$ cat src/rtl/im_loader.sv
// im_loader: byte-stream program loader for the instruction memory.
// Optional checksum phase enabled by defining IM_LOADER_CHECKSUM_EN.
module im_loader #(
    parameter logic [31:0] BASE_ADDR = 32'h00003000,
    parameter int          DEPTH     = 1024
) (
    input  logic        clk,
    input  logic        reset,
    input  logic        start,
    input  logic [10:0] len_words,
    input  logic        abort,
    input  logic        in_valid,
    input  logic [7:0]  in_data,
    output logic        in_ready,
    output logic        im_we,
    output logic [31:0] im_addr,
    output logic [31:0] im_wdata,
    output logic        busy,
    output logic        cpu_hold,
    output logic        done,
    output logic        err
);

    typedef enum logic [2:0] {
        S_IDLE,
        S_RECV,
        S_WRITE,
        S_CHECK,
        S_DONE
    } state_t;

    localparam logic [10:0] LP_DEPTH = 11'(DEPTH);

    state_t      r_state;
    logic [10:0] r_len;
    logic [10:0] r_word_idx;
    logic [1:0]  r_byte_cnt;
    logic [23:0] r_buf;
    logic        r_in_ready;
    logic        r_im_we;
    logic [31:0] r_im_addr;
    logic [31:0] r_im_wdata;
    logic        r_busy;
    logic        r_done;

    logic [10:0] w_len;
    logic        w_accept;
    logic [31:0] w_word;
    logic        w_last;

    assign w_len    = (len_words > LP_DEPTH) ? LP_DEPTH : len_words;
    assign w_accept = in_valid & r_in_ready;
    assign w_word   = {r_buf, in_data};
    assign w_last   = (r_word_idx == r_len - 11'd1);

`ifdef IM_LOADER_CHECKSUM_EN
    logic        r_err;
    logic [31:0] r_csum;
    assign err = r_err;
`else
    assign err = 1'b0;
`endif

    assign in_ready = r_in_ready;
    assign im_we    = r_im_we;
    assign im_addr  = r_im_addr;
    assign im_wdata = r_im_wdata;
    assign busy     = r_busy;
    assign cpu_hold = r_busy;
    assign done     = r_done;

    // Load sequencer: byte assembly, word writes, optional checksum, done pulse
    always_ff @(posedge clk or posedge reset) begin
        if (reset) begin
            r_state    <= S_IDLE;
            r_len      <= '0;
            r_word_idx <= '0;
            r_byte_cnt <= '0;
            r_buf      <= '0;
            r_in_ready <= 1'b0;
            r_im_we    <= 1'b0;
            r_im_addr  <= BASE_ADDR;
            r_im_wdata <= '0;
            r_busy     <= 1'b0;
            r_done     <= 1'b0;
`ifdef IM_LOADER_CHECKSUM_EN
            r_err      <= 1'b0;
            r_csum     <= '0;
`endif
        end else if (abort) begin
            // Partial word is dropped; words already written stay in IM
            r_state    <= S_IDLE;
            r_byte_cnt <= '0;
            r_in_ready <= 1'b0;
            r_im_we    <= 1'b0;
            r_busy     <= 1'b0;
            r_done     <= 1'b0;
        end else begin
            case (r_state)
                S_IDLE: begin
                    if (start) begin
                        r_len      <= w_len;
                        r_word_idx <= '0;
                        r_byte_cnt <= '0;
                        r_busy     <= 1'b1;
`ifdef IM_LOADER_CHECKSUM_EN
                        r_err      <= 1'b0;
                        r_csum     <= '0;
`endif
                        if (w_len == 11'd0) begin
                            r_state <= S_DONE;
                            r_done  <= 1'b1;
                        end else begin
                            r_state    <= S_RECV;
                            r_in_ready <= 1'b1;
                        end
                    end
                end
                S_RECV: begin
                    if (w_accept) begin
                        r_buf      <= w_word[23:0];
                        r_byte_cnt <= r_byte_cnt + 2'd1;
                        if (r_byte_cnt == 2'd3) begin
                            r_state    <= S_WRITE;
                            r_in_ready <= 1'b0;
                            r_im_we    <= 1'b1;
                            r_im_addr  <= BASE_ADDR
                                          + {19'd0, r_word_idx, 2'b00};
                            r_im_wdata <= w_word;
`ifdef IM_LOADER_CHECKSUM_EN
                            r_csum     <= r_csum ^ w_word;
`endif
                        end
                    end
                end
                S_WRITE: begin
                    r_im_we    <= 1'b0;
                    r_word_idx <= r_word_idx + 11'd1;
                    if (w_last) begin
`ifdef IM_LOADER_CHECKSUM_EN
                        r_state    <= S_CHECK;
                        r_in_ready <= 1'b1;
`else
                        r_state    <= S_DONE;
                        r_done     <= 1'b1;
`endif
                    end else begin
                        r_state    <= S_RECV;
                        r_in_ready <= 1'b1;
                    end
                end
`ifdef IM_LOADER_CHECKSUM_EN
                S_CHECK: begin
                    if (w_accept) begin
                        r_buf      <= w_word[23:0];
                        r_byte_cnt <= r_byte_cnt + 2'd1;
                        if (r_byte_cnt == 2'd3) begin
                            r_err      <= (w_word != r_csum);
                            r_state    <= S_DONE;
                            r_done     <= 1'b1;
                            r_in_ready <= 1'b0;
                        end
                    end
                end
`endif
                S_DONE: begin
                    r_done  <= 1'b0;
                    r_busy  <= 1'b0;
                    r_state <= S_IDLE;
                end
                default: begin
                    r_state    <= S_IDLE;
                    r_in_ready <= 1'b0;
                    r_im_we    <= 1'b0;
                    r_busy     <= 1'b0;
                    r_done     <= 1'b0;
                end
            endcase
        end
    end

endmodule
$ cat config.mk
export PLATFORM = sky130hd
export DESIGN_NAME = im_loader
export DESIGN_NICKNAME = d
export VERILOG_FILES = /design/src/rtl/im_loader.sv
export SDC_FILE = /design/constraint.sdc
export NUM_CORES = 1
export LEC_CHECK = 0
export ABC_AREA = 1
export BUFFER_PORTS_ARGS = -buffer_cell sky130_fd_sc_hd__buf_2
export CORE_MARGIN = 4
export CORE_UTILIZATION = 37
export DETAILED_ROUTE_END_ITERATION = 12
export PLACE_DENSITY = 0.54
export SYNTH_ARGS = -nofsm -noshare
export SYNTH_HDL_FRONTEND = slang
export SYNTH_SLANG_ARGS = --single-unit
export TNS_END_PERCENT = 20
$ cat constraint.sdc
create_clock -name clk -period 7 [get_ports clk]
set_clock_uncertainty 0.15 [all_clocks]
set_input_delay 0.35 -clock clk [delete_from_list [all_inputs] [get_ports clk]]
set_output_delay 0.35 -clock clk [all_outputs]
set_load 0.1 [all_outputs]
Yosys cells after proc, flatten, opt, wreduce, memory -nomap -nowiden
Index checks and enable logic that the tools add are counted.
{"block": "totals", "regBits": 119, "out_inout_bits": 70}
{"block": "classes", "mux": 33, "n_addsub": 4, "reduce_logical": 16, "bitwise_logic": 2, "n_lt_le_gt_ge": 1, "eq_ne": 17}
{"cell": "2-to-1 mux 11 bit", "n": 2}
{"cell": "one-hot mux 11 bit (2 select lines)", "n": 1}
{"cell": "inequality test 3 bit (second input constant)", "n": 7}
{"cell": "2-to-1 mux 3 bit", "n": 6}
{"cell": "AND reduction 3 bit", "n": 6}
{"cell": "adder 14 x 13 -> 15 bit (first input constant)", "n": 1}
{"cell": "2-to-1 mux 1 bit", "n": 15}
{"cell": "adder 11 x 1 -> 11 bit (second input constant)", "n": 1}
{"cell": "equality test 11 bit", "n": 1}
{"cell": "> comparator 11 bit (second input constant)", "n": 1}
{"cell": "logical NOT 11 bit", "n": 1}
{"cell": "subtractor 11 x 1 -> 11 bit (second input constant)", "n": 1}
{"cell": "one-hot mux 3 bit (3 select lines)", "n": 1}
{"cell": "AND reduction 4 bit", "n": 2}
{"cell": "2-to-1 mux 2 bit", "n": 3}
{"cell": "inequality test 2 bit (second input constant)", "n": 3}
{"cell": "AND reduction 6 bit", "n": 1}
{"cell": "inequality test 2 x 1 -> 1 bit (second input constant)", "n": 2}
{"cell": "one-hot mux 1 bit (2 select lines)", "n": 2}
{"cell": "one-hot mux 1 bit (4 select lines)", "n": 1}
{"cell": "one-hot mux 2 bit (2 select lines)", "n": 1}
{"cell": "OR reduction 2 bit", "n": 2}
{"cell": "equality test 3 x 1 -> 1 bit (second input constant)", "n": 1}
{"cell": "equality test 3 x 2 -> 1 bit (second input constant)", "n": 1}
{"cell": "other kinds (10)", "n": 10}

Depth between registers and ports, before layout
Gate-level depths: netlist of the first run.
{"block": "depth", "ltp_word": 7, "ltp_mapped": 16, "mapped_depth_nobuf": 16}

Worst setup path after synthesis of the first run
Ideal clock, no wire load.
{"block": "synth_path", "path_type": "register to register", "startpoint": "reg r_in_ready (netlist: in_ready)", "endpoint": "reg r_im_addr[9] (netlist: im_addr[9])", "setup_slack_ps": 4893, "t_arrival_ps": 1826, "n_path_buf": 1, "stages_incl_launch_ff": 9, "setup_ps": 132, "required_ps": 6718, "path_cell_list": "dfrtp_1 > nand2_1 > inv_1 > nand2_1 > nor2_2 > inv_2 > buf_2 > nand2_1 > o21ai_0"}
{"block": "synth_via", "elab_chain_len": 2}
{"item": "start: declaration", "line": "39", "text": "logic r_in_ready;"}
{"item": "start signal: assignment", "line": "80", "text": "r_in_ready <= 1'b0;"}
{"item": "start signal: assignment", "line": "94", "text": "r_in_ready <= 1'b0;"}
{"item": "start signal: assignment", "line": "115", "text": "r_in_ready <= 1'b1;"}
{"item": "bitwise AND 1 bit", "line": "52", "text": "assign w_accept = in_valid & r_in_ready;"}
{"item": "AND reduction 4 bit (no source line)"}
{"item": "end signal: assignment", "line": "127", "text": "r_im_addr <= BASE_ADDR"}
{"item": "end: declaration", "line": "41", "text": "logic [31:0] r_im_addr;"}
Every way passes these cells.
A chain may end at the register's enable or synchronous reset.

Final worst setup path of the first run
{"block": "layout_path", "startpoint": "reg r_state[1]", "endpoint": "reg r_im_wdata[11] (netlist: im_wdata[11])"}
{"block": "layout_via", "elab_chain_len": 2}
{"item": "start: declaration", "line": "34", "text": "state_t r_state;"}
{"item": "start signal: assignment", "line": "75", "text": "r_state <= S_IDLE;"}
{"item": "start signal: assignment", "line": "92", "text": "r_state <= S_IDLE;"}
{"item": "start signal: assignment", "line": "111", "text": "r_state <= S_DONE;"}
{"item": "equality test 3 x 1 -> 1 bit", "line": "99", "text": "case (r_state)"}
{"item": "AND reduction 4 bit (no source line)"}
{"item": "end signal: assignment", "line": "129", "text": "r_im_wdata <= w_word;"}
{"item": "end: declaration", "line": "42", "text": "logic [31:0] r_im_wdata;"}
Every way passes these cells.

==> results of run 1 <==
## worst paths after layout
kind / start / to / cells after the start
max in group asynchronous: reset / r_buf[14] / 4
max: r_state[1] / im_wdata[11] / 7
max reg2reg: r_state[1] / im_wdata[11] / 7
min reg2reg: im_wdata[29] / im_wdata[29] / 2
min: in_data[2] / im_wdata[2] / 3
min in group asynchronous: reset / r_buf[9] / 3
## metrics by stage
stage	utilization	hold WS, ns	setup slack (ns)	power [W]	cell area, um2
detailed placement	0.418	0.267	4.07	0.00114	5080
global route	0.445	0.0762	3.85	0.00176	5410
global placement	0.418	0.259	4.19	0.00113	5080
finish	0.445	0.0718	4.19	0.00165	5410
floorplan	-	0.292	3.91	0.00107	4730
CTS	0.445	0.0622	4.11	0.00167	5410
## final cells by class
type / instances / area (um2) / area share
sequential: 99 / 2480 / 0.458
multi-input combinational: 372 / 1760 / 0.325
timing repair buffer: 75 / 383 / 0.0708
inverter: 68 / 258 / 0.0476
clock buffer: 11 / 253 / 0.0467
tap: 168 / 210 / 0.0389
clock inverter: 5 / 68.8 / 0.0127
## registers in the layout, summed over array words and instances, names as in the netlist
| signal | flops |
|---|---|
| busy | 1 |
| done | 1 |
| im_addr | 12 |
| im_wdata | 32 |
| im_we | 1 |
| in_ready | 1 |
| r_buf | 24 |
| r_byte_cnt | 2 |
| r_len | 11 |
| r_state | 3 |
| r_word_idx | 11 |
## Yosys cell counts
master      n  share of area
o22ai_1     9          0.012
nand3_2     1         0.0021
nor3_4      1         0.0035
or2_2       1         0.0013
dfstp_2     1         0.0056
nand3b_1    2         0.0032
clkbuf_2    1         0.0011
dfrtp_1    98           0.53
xnor2_1     3         0.0056
xor2_1      1         0.0019
nand3_1    18          0.019
nor3_2      4         0.0086
ha_1        3         0.0081
o21ai_0    44          0.047
nand2_2     4         0.0054
buf_2      10          0.011
inv_1      58          0.047
o21ai_2     1         0.0019
nand4_1     6         0.0081
buf_4      24          0.039
nand3_4     1         0.0038
nor2_2     11          0.015
nor2_4      3         0.0072
conb_1      1        0.00080
clkbuf_1    1        0.00080
o21bai_1    1         0.0016
nor2_1     20          0.016
o21ai_1    15          0.016
a22o_1      1         0.0019
nand2_1   179           0.14
nor3_1      7         0.0075
nand2_4     2         0.0048
a21oi_1    14          0.015
inv_2      10         0.0081
## cells in the final DEF (no fill, tap or decap), types with 2 or more instances in the layout
master / synthesis / final
nand2_4: 2 / 2
inv_1: 58 / 57
nor3_1: 7 / 7
nor2_1: 20 / 20
o21ai_1: 15 / 15
nand3_1: 18 / 18
nand2_2: 4 / 4
nor2_4: 3 / 3
buf_2: 10 / 73
nand4_1: 6 / 6
o22ai_1: 9 / 9
dfrtp_1: 98 / 98
conb_1: 1 / 20
nand2_1: 179 / 179
xnor2_1: 3 / 3
o21ai_0: 44 / 44
inv_2: 10 / 10
clkbuf_8: 0 / 2
inv_8: 0 / 2
clkbuf_16: 0 / 9
nand3b_1: 2 / 2
nor2_2: 11 / 11
a21oi_1: 14 / 14
nor3_2: 4 / 4
ha_1: 3 / 3
## metal layers
metal / wire (um) / part of all wire / GRT usage / up-vias
li1: - / - / - / 1849
met5: 0 / 0 / 0 / -
met4: 164 / 0.016 / 0.0552 / 0
met3: 555 / 0.054 / 0.0384 / 9
met2: 5060 / 0.49 / 0.258 / 84
met1: 4570 / 0.44 / 0.182 / 1691
## power groups by stage
stage	Combinational (W)	Clock, W	Sequential, W
2_1_floorplan	0.000301	0	0.000768
6_report	0.000406	0.000526	0.000720
3_3_place_gp	0.000402	0	0.000730
5_1_grt	0.000462	0.000567	0.000734
4_1_cts	0.000411	0.000543	0.000721
3_5_place_dp	0.000409	0	0.000730
## worst reg2reg max path, delay by kind of cell (launching register included)
family | cells | cell delay (ns)
AND/OR/NAND/NOR | 3 | 0.93
AO/OA/AOI/OAI | 1 | 0.36
flip-flops | 1 | 0.41
buffers and inverters | 3 | 0.87
## cell families after synthesis
logic type,count (synthesis),synth area share
XOR/XNOR,4,0.00752
buffers and inverters,104,0.106
AO/OA/AOI/OAI,85,0.0958
other,1,0.000805
adder cells (fa/ha/maj),3,0.00805
AND/OR/NAND/NOR,260,0.250
flip-flops,99,0.532
==> results.toml, run 1 <==
[synthesis]
netlist_area_um2 = 4660
yosysWarnings = 0
ys_seq_area_frac = 0.532
synth.distinct_cells = 34
synth_area_per_cell_um2 = 8.38
synth-seq-cells = 99
synthCells = 556

[power]
p_per_area_nw_per_um2 = 305
p_leak_nw = 2.89
switchingPower_w = 0.000574
peakVddDrop_mv = 0.144
power.share.sequential = 0.436
sw_frac_of_total = 0.347
power_frac_comb = 0.246
internal-power_w = 0.00108
pwr-share-clk = 0.319

[drt]
drtPass1Iterations = 4
routed-via-count = 3633
routed_wl_mm = 10.3
drt_iter0_drc = 207
viasPerCell = 4.55
drc_errors = 0
ant_nets = 0
wl_per_cell_um = 13.0

[worst_setup_path]
reg2reg_setup_slack_ns = 4.19
cpPeakStageDelay_ns = 0.69
critPathKind = "reg2reg"
worstPathRequired_ns = 7.10
crit_chain = "inv_1 -> nand3_2 -> nor2_2 -> inv_2 -> nor2_2 -> inv_2 -> o21ai_0"
cp-end-kind = "flop"
cp_max_fo = 70
path_buf_inv = 3
crit_slowest_cell = "nor2_2"
start_kind = "flop"
arrival_ns = 2.91
cp_top_family = "simple AND/OR/NAND/NOR gates"

[clock_network]
cts_setup_buffers = 0
clock_sinks = 99
cts_resized = 0
cts-root-buf = "clkbuf_16"
clk_pin_slew_ns = 0.07
h-tree-depth = 3
hold_buffers = 1
clk_latency_ns = 0.35
cts_made_buffers = 9
clockBufferDepth = 2
cts_tree = "yes"

[finish]
syn2layout_area_growth_pct = 16.1
fillCellCount = 1243
antenna_cells = 0
drive_above_1_share = 0.208
final_cell_count_no_fill = 798
nNetsFinal = 652

[global_routing]
antenna_found_initial = 0
grt_max_degree = 71
grt_overflow = 0
grtUsageTotal = 0.150
grt_pass1_vias = 3564
grt_pass1_wl_mm = 17.3

[min_path]
hold_class = "in2reg"

[floorplanning]
die_w_um = 120
coreArea_um2 = 12200
initial_core_util = 0.383
dieArea_um2 = 14500
ios = 94
die_height_um = 120
rows = 40

[sta]
hold_viol = 0
tns_ns = 0
min_period_ns = 2.81
fin_crit_sh = 0.401
fmax_mhz = 356
drv_slew = 0
setup_viol = 0
worst_pin_slew_ns = 1.02
rsz0062_at_grt = "no"
slew_headroom = 0.317

[placed_design]
gp_congestion = 0.770
placedCellCount = 781
io_buffers = 73
dp_hpwl_mm = 7.37

[job]
drv_cap = 0

[outcome]
status = "complete, no violations"
(Power assumes the default switching activity.)
==> run 2: changes to the inputs <==
Clock period 7 ns to 2.65 ns, I/O delays scaled along.
==> run 2 against run 1 <==
Effect of this change: sequential cell count is the same; power grew to 2.7 times the previous value; final cell count is 3.3% higher; utilization rose by 2.2 points; first-iteration DRC count down 1.4%; die area did not move; sequential share of layout area fell by 2.1 points; combinational power rose to 2.7 times the previous value; non-clock buffer count is 26 higher; sequential power increased to 2.6 times the previous value; clock-buffer cell count is 1 lower; via count up 2.1%; critical path type unchanged; critical endpoint is now in_ready; largest cell class unchanged; largest power group unchanged.
==> results.toml, run 2 (synthesis results as in run 1) <==
[drt]
drc_errors = 0
drtPass1Iterations = 4
drt_iter0_drc = 204
routed_wl_mm = 10.9
ant_nets = 0
routed-via-count = 3708
wl_per_cell_um = 13.2
viasPerCell = 4.50

[sta]
drv_slew = 0
hold_viol = 0
fin_crit_sh = 0.796
slew_headroom = 0.318
min_period_ns = 2.11
setup_viol = 0
worst_pin_slew_ns = 1.02
rsz0062_at_grt = "no"
tns_ns = 0
fmax_mhz = 474

[placed_design]
dp_hpwl_mm = 7.68
gp_congestion = 0.849
placedCellCount = 786
io_buffers = 73

[worst_setup_path]
reg2regPathDepth = 11
rr_endpoint = "in_ready"
crit_chain = "inv_1 -> ha_1 -> nand2_1 -> nor2_2 -> nand3_1 -> nand3_1 -> nand2_1 -> nor2_2 -> nand4_1 -> nand3_1 -> nand2_1"
path_buf_inv = 1
worst_r2r_startpoint = "r_len[0]"
cp-startpoint = "r_len[0]"
cp_max_fo = 5
cp-end-kind = "flop"
critPathKind = "reg2reg"
arrival_ns = 2.20
endpoint = "in_ready"
cpPeakStageDelay_ns = 0.39
cp_top_family = "simple AND/OR/NAND/NOR gates"
cp.depth = 11
start_kind = "flop"
reg2reg_setup_slack_ns = 0.54
worstPathRequired_ns = 2.74
crit_slowest_cell = "dfrtp_1"

[power]
peakVddDrop_mv = 0.510
finalPower_w = 0.00442
p_leak_nw = 3.01
p_per_area_nw_per_um2 = 779

[clock_network]
hold_buffers = 22
cts_setup_buffers = 0
clk_pin_slew_ns = 0.07
cts_resized = 0
clk_latency_ns = 0.35
cts-root-buf = "clkbuf_16"
h-tree-depth = 3
clock_sinks = 99
cts_made_buffers = 9
clockBufferDepth = 2
cts_tree = "yes"

[finish]
fin_util = 0.466
final_cell_mix = "179 x nand2_1, 98 x dfrtp_1, 73 x buf_2"
drive_above_1_share = 0.207
syn2layout_area_growth_pct = 21.7
antenna_cells = 0
final_cell_count_no_fill = 824
nNetsFinal = 678
final_common_cell = "nand2_1"
largest_reg_flops = 32

[global_routing]
grt_pass1_wl_mm = 18.3
grt_overflow = 0
grt_pass1_vias = 3724
antenna_found_initial = 0
grt_max_degree = 71
grtUsageTotal = 0.158

[floorplanning]
ios = 94
die_w_um = 120
rows = 40
dieArea_um2 = 14500
initial_core_util = 0.383
die_height_um = 120
coreArea_um2 = 12200

[outcome]
status = "complete, no violations"

[min_path]
hold_class = "in2reg"
hold_start = "abort"

[job]
drv_cap = 0
run 2: worst min path at each step:
stage	slack (ns)	cells past startpoint	to
6_report	0.03	4	done
5_1_grt	0.07	4	done
4_1_cts	0.02	4	done
3_5_place_dp	0.14	2	im_addr[4]
3_3_place_gp	0.12	2	im_addr[3]
2_1_floorplan	0.1	2	im_wdata[0]
run 2: area by class of cell:
type                            count  area [um2]
Clock inverter                      6        82.6
Sequential cell                    99        2480
Fill cell                        1217        6490
Inverter                           68         259
Timing Repair Buffer              101         643
Tap cell                          168         210
Clock buffer                       10         239
Multi-Input combinational cell    372        1760
run 2: worst register-to-register path, delay by kind of cell, from the launching register on:
kind | cells | cell delay [ns]
adders and majority gates | 1 | 0.25
DFF | 1 | 0.39
buffers and inverters | 1 | 0.15
and+or+nand+nor | 9 | 1.06
run 2: metrics by stage:
step           worst slack, ns  area (um2)  hold slack (ns)
2_1_floorplan            0.543        4740           0.0993
3_3_place_gp             0.550        5130            0.121
3_5_place_dp             0.538        5130            0.138
4_1_cts                  0.512        5670           0.0203
5_1_grt                  0.299        5670           0.0656
6_report                 0.540        5670           0.0289
run 2: metal layers:
layer / global-route usage / share of wire / vias to the layer above
li1: - / - / 1903
met1: 0.200 / 0.46 / 1705
met2: 0.262 / 0.47 / 84
met3: 0.0500 / 0.055 / 16
met4: 0.0439 / 0.018 / 0
met5: 0 / 0 / -
run 2: power by group:
part	internal, W	switching, W
Sequential	0.00176	0.000140
Clock	0.000778	0.000623
Combinational	0.000318	0.000796
==> run 3: changes to the inputs <==
Settings changed: PLACE_DENSITY 0.54 to 0.57.
Clock period 2.65 ns to 1.85 ns, I/O delays scaled along.
==> run 3 against run 2 <==
Effect of this change: the flow now finishes with violations (setup timing); critical path type unchanged; power grew 45%; clock power increased by 33%; global-route usage up 0.36 points; sequential share of layout area decreased by 1.8 points; cell area up 4.4%; critical path depth stayed put; die area unchanged; highest routed layer unchanged; clock-buffer cell count fell by 1; final cell count grew 1.6%; utilization is 2.0 points higher; non-clock buffer count up 13; first-iteration DRC count down 19%.
==> results.toml, run 3 (synthesis results as in run 1) <==
[outcome]
status = "finished with violations"
violations = "setup timing"

[drt]
wl_per_cell_um = 13.6
drc_errors = 0
drt_iter0_drc = 166
ant_nets = 0
viasPerCell = 4.58
routed_wl_mm = 11.4
drtPass1Iterations = 4
routed-via-count = 3836

[floorplanning]
dieArea_um2 = 14500
die_height_um = 120
ios = 94
initial_core_util = 0.383
rows = 40
coreArea_um2 = 12200
die_w_um = 120

[worst_setup_path]
reg2regPathDepth = 11
critPathKind = "reg2reg"
endpoint = "in_ready"
rr_endpoint = "in_ready"
worstPathRequired_ns = 1.94
worst_r2r_startpoint = "r_len[1]"
cp_max_fo = 5
reg2reg_setup_slack_ns = -0.005
cp-startpoint = "r_len[1]"
start_kind = "flop"
arrival_ns = 1.95
cp-end-kind = "flop"

[sta]
setup_viol = 2
fin_crit_sh = 1.00
min_period_ns = 1.85
rsz0062_at_grt = "yes"
fin_ws_ns = -0.00498
tns_ns = -0.00797
drv_slew = 0
fmax_mhz = 539
hold_viol = 0

[power]
pwr-share-clk = 0.290
p_per_area_nw_per_um2 = 1080
p_leak_nw = 3.10
internal-power_w = 0.00402
switchingPower_w = 0.00240
finalPower_w = 0.00642
sw_frac_of_total = 0.374
power.share.sequential = 0.428
power_frac_comb = 0.282
peakVddDrop_mv = 0.505

[placed_design]
io_buffers = 73
placedCellCount = 794
dp_hpwl_mm = 8.00
dp_slack_ns = -0.133
gp_congestion = 0.862

[clock_network]
cts_tree = "yes"
cts-root-buf = "clkbuf_16"
clock_sinks = 99
h-tree-depth = 3
clockBufferDepth = 2
cts_made_buffers = 9
clk_latency_ns = 0.36
clk_pin_slew_ns = 0.08

[global_routing]
grt_overflow = 0
grtUsageTotal = 0.162
grt_max_degree = 75
grt_pass1_vias = 3837
antenna_found_initial = 0
grt_pass1_wl_mm = 18.6

[finish]
syn2layout_area_growth_pct = 27.0
final_cell_mix = "169 x nand2_1, 98 x dfrtp_1, 73 x buf_2"
antenna_cells = 0
drive_above_1_share = 0.262
largest_reg_flops = 32
final_common_cell = "nand2_1"
final_cell_count_no_fill = 837
nNetsFinal = 691

[min_path]
hold_class = "in2reg"

[job]
drv_cap = 0
[run 3: power by group through the flow]
stage / logic [W] / registers (W) / clock network, W
CTS: 0.00170 / 0.00275 / 0.00193
floorplan: 0.00114 / 0.00291 / 0
finish: 0.00181 / 0.00275 / 0.00186
detailed placement: 0.00162 / 0.00278 / 0
global placement: 0.00159 / 0.00277 / 0
global route: 0.00201 / 0.00280 / 0.00202
[run 3: area by class of cell]
cell class | count | area (um2)
sequential | 99 | 2480
fill | 1204 | 6240
timing repair buffer | 114 | 769
multi-input combinational | 372 | 1900
tap | 168 | 210
clock buffer | 9 | 225
inverter | 68 | 262
clock inverter | 7 | 73.8
[run 3: stage by stage]
step           hold WS [ns]   util  area, um2
5_1_grt              0.0884  0.487       5920
6_report             0.0645  0.487       5920
3_3_place_gp         0.0854  0.429       5220
3_5_place_dp         0.0921  0.429       5220
2_1_floorplan        0.0593      -       4740
4_1_cts              0.0352  0.473       5750
[run 3: how the worst min path moves through the flow]
stage                     from     endpoint  depth (start not counted)  slack, ns
finish                   abort   r_state[2]                          4       0.06
CTS                      abort        im_we                          4       0.04
global placement         reset     r_len[8]                          3       0.09
global route             abort   r_state[2]                          4       0.09
detailed placement       reset     r_len[8]                          3       0.09
floorplan           in_data[0]  im_wdata[0]                          2       0.06
[run 3: critical path: stages, from the launching register on]
cell,delay [ns]
dfrtp_1,0.41
inv_2,0.09
ha_4,0.18
nand2_4,0.08
nor2_4,0.16
nand3_2,0.09
nand3_2,0.07
nand2_2,0.07
nor2_4,0.13
nand4_1,0.13
nand3_1,0.11
nand2_1,0.06
[run 3: layer usage]
metal / global-route usage / routed length (um) / vias up
met3: 0.0384 / 616 / 17
li1: - / - / 1930
met4: 0.0595 / 222 / 0
met2: 0.276 / 5550 / 101
met1: 0.200 / 4970 / 1788
met5: 0 / 0 / -
[run 3: timing repair]
item | CTS | global route
hold buffers | 22 | 0
pin swaps | 6 | 27
setup buffers | 0 | 5
endpoints found under the hold margin | 128 | 0
gates resized for setup | 6 | 36
setup endpoints to repair | 4 | 36
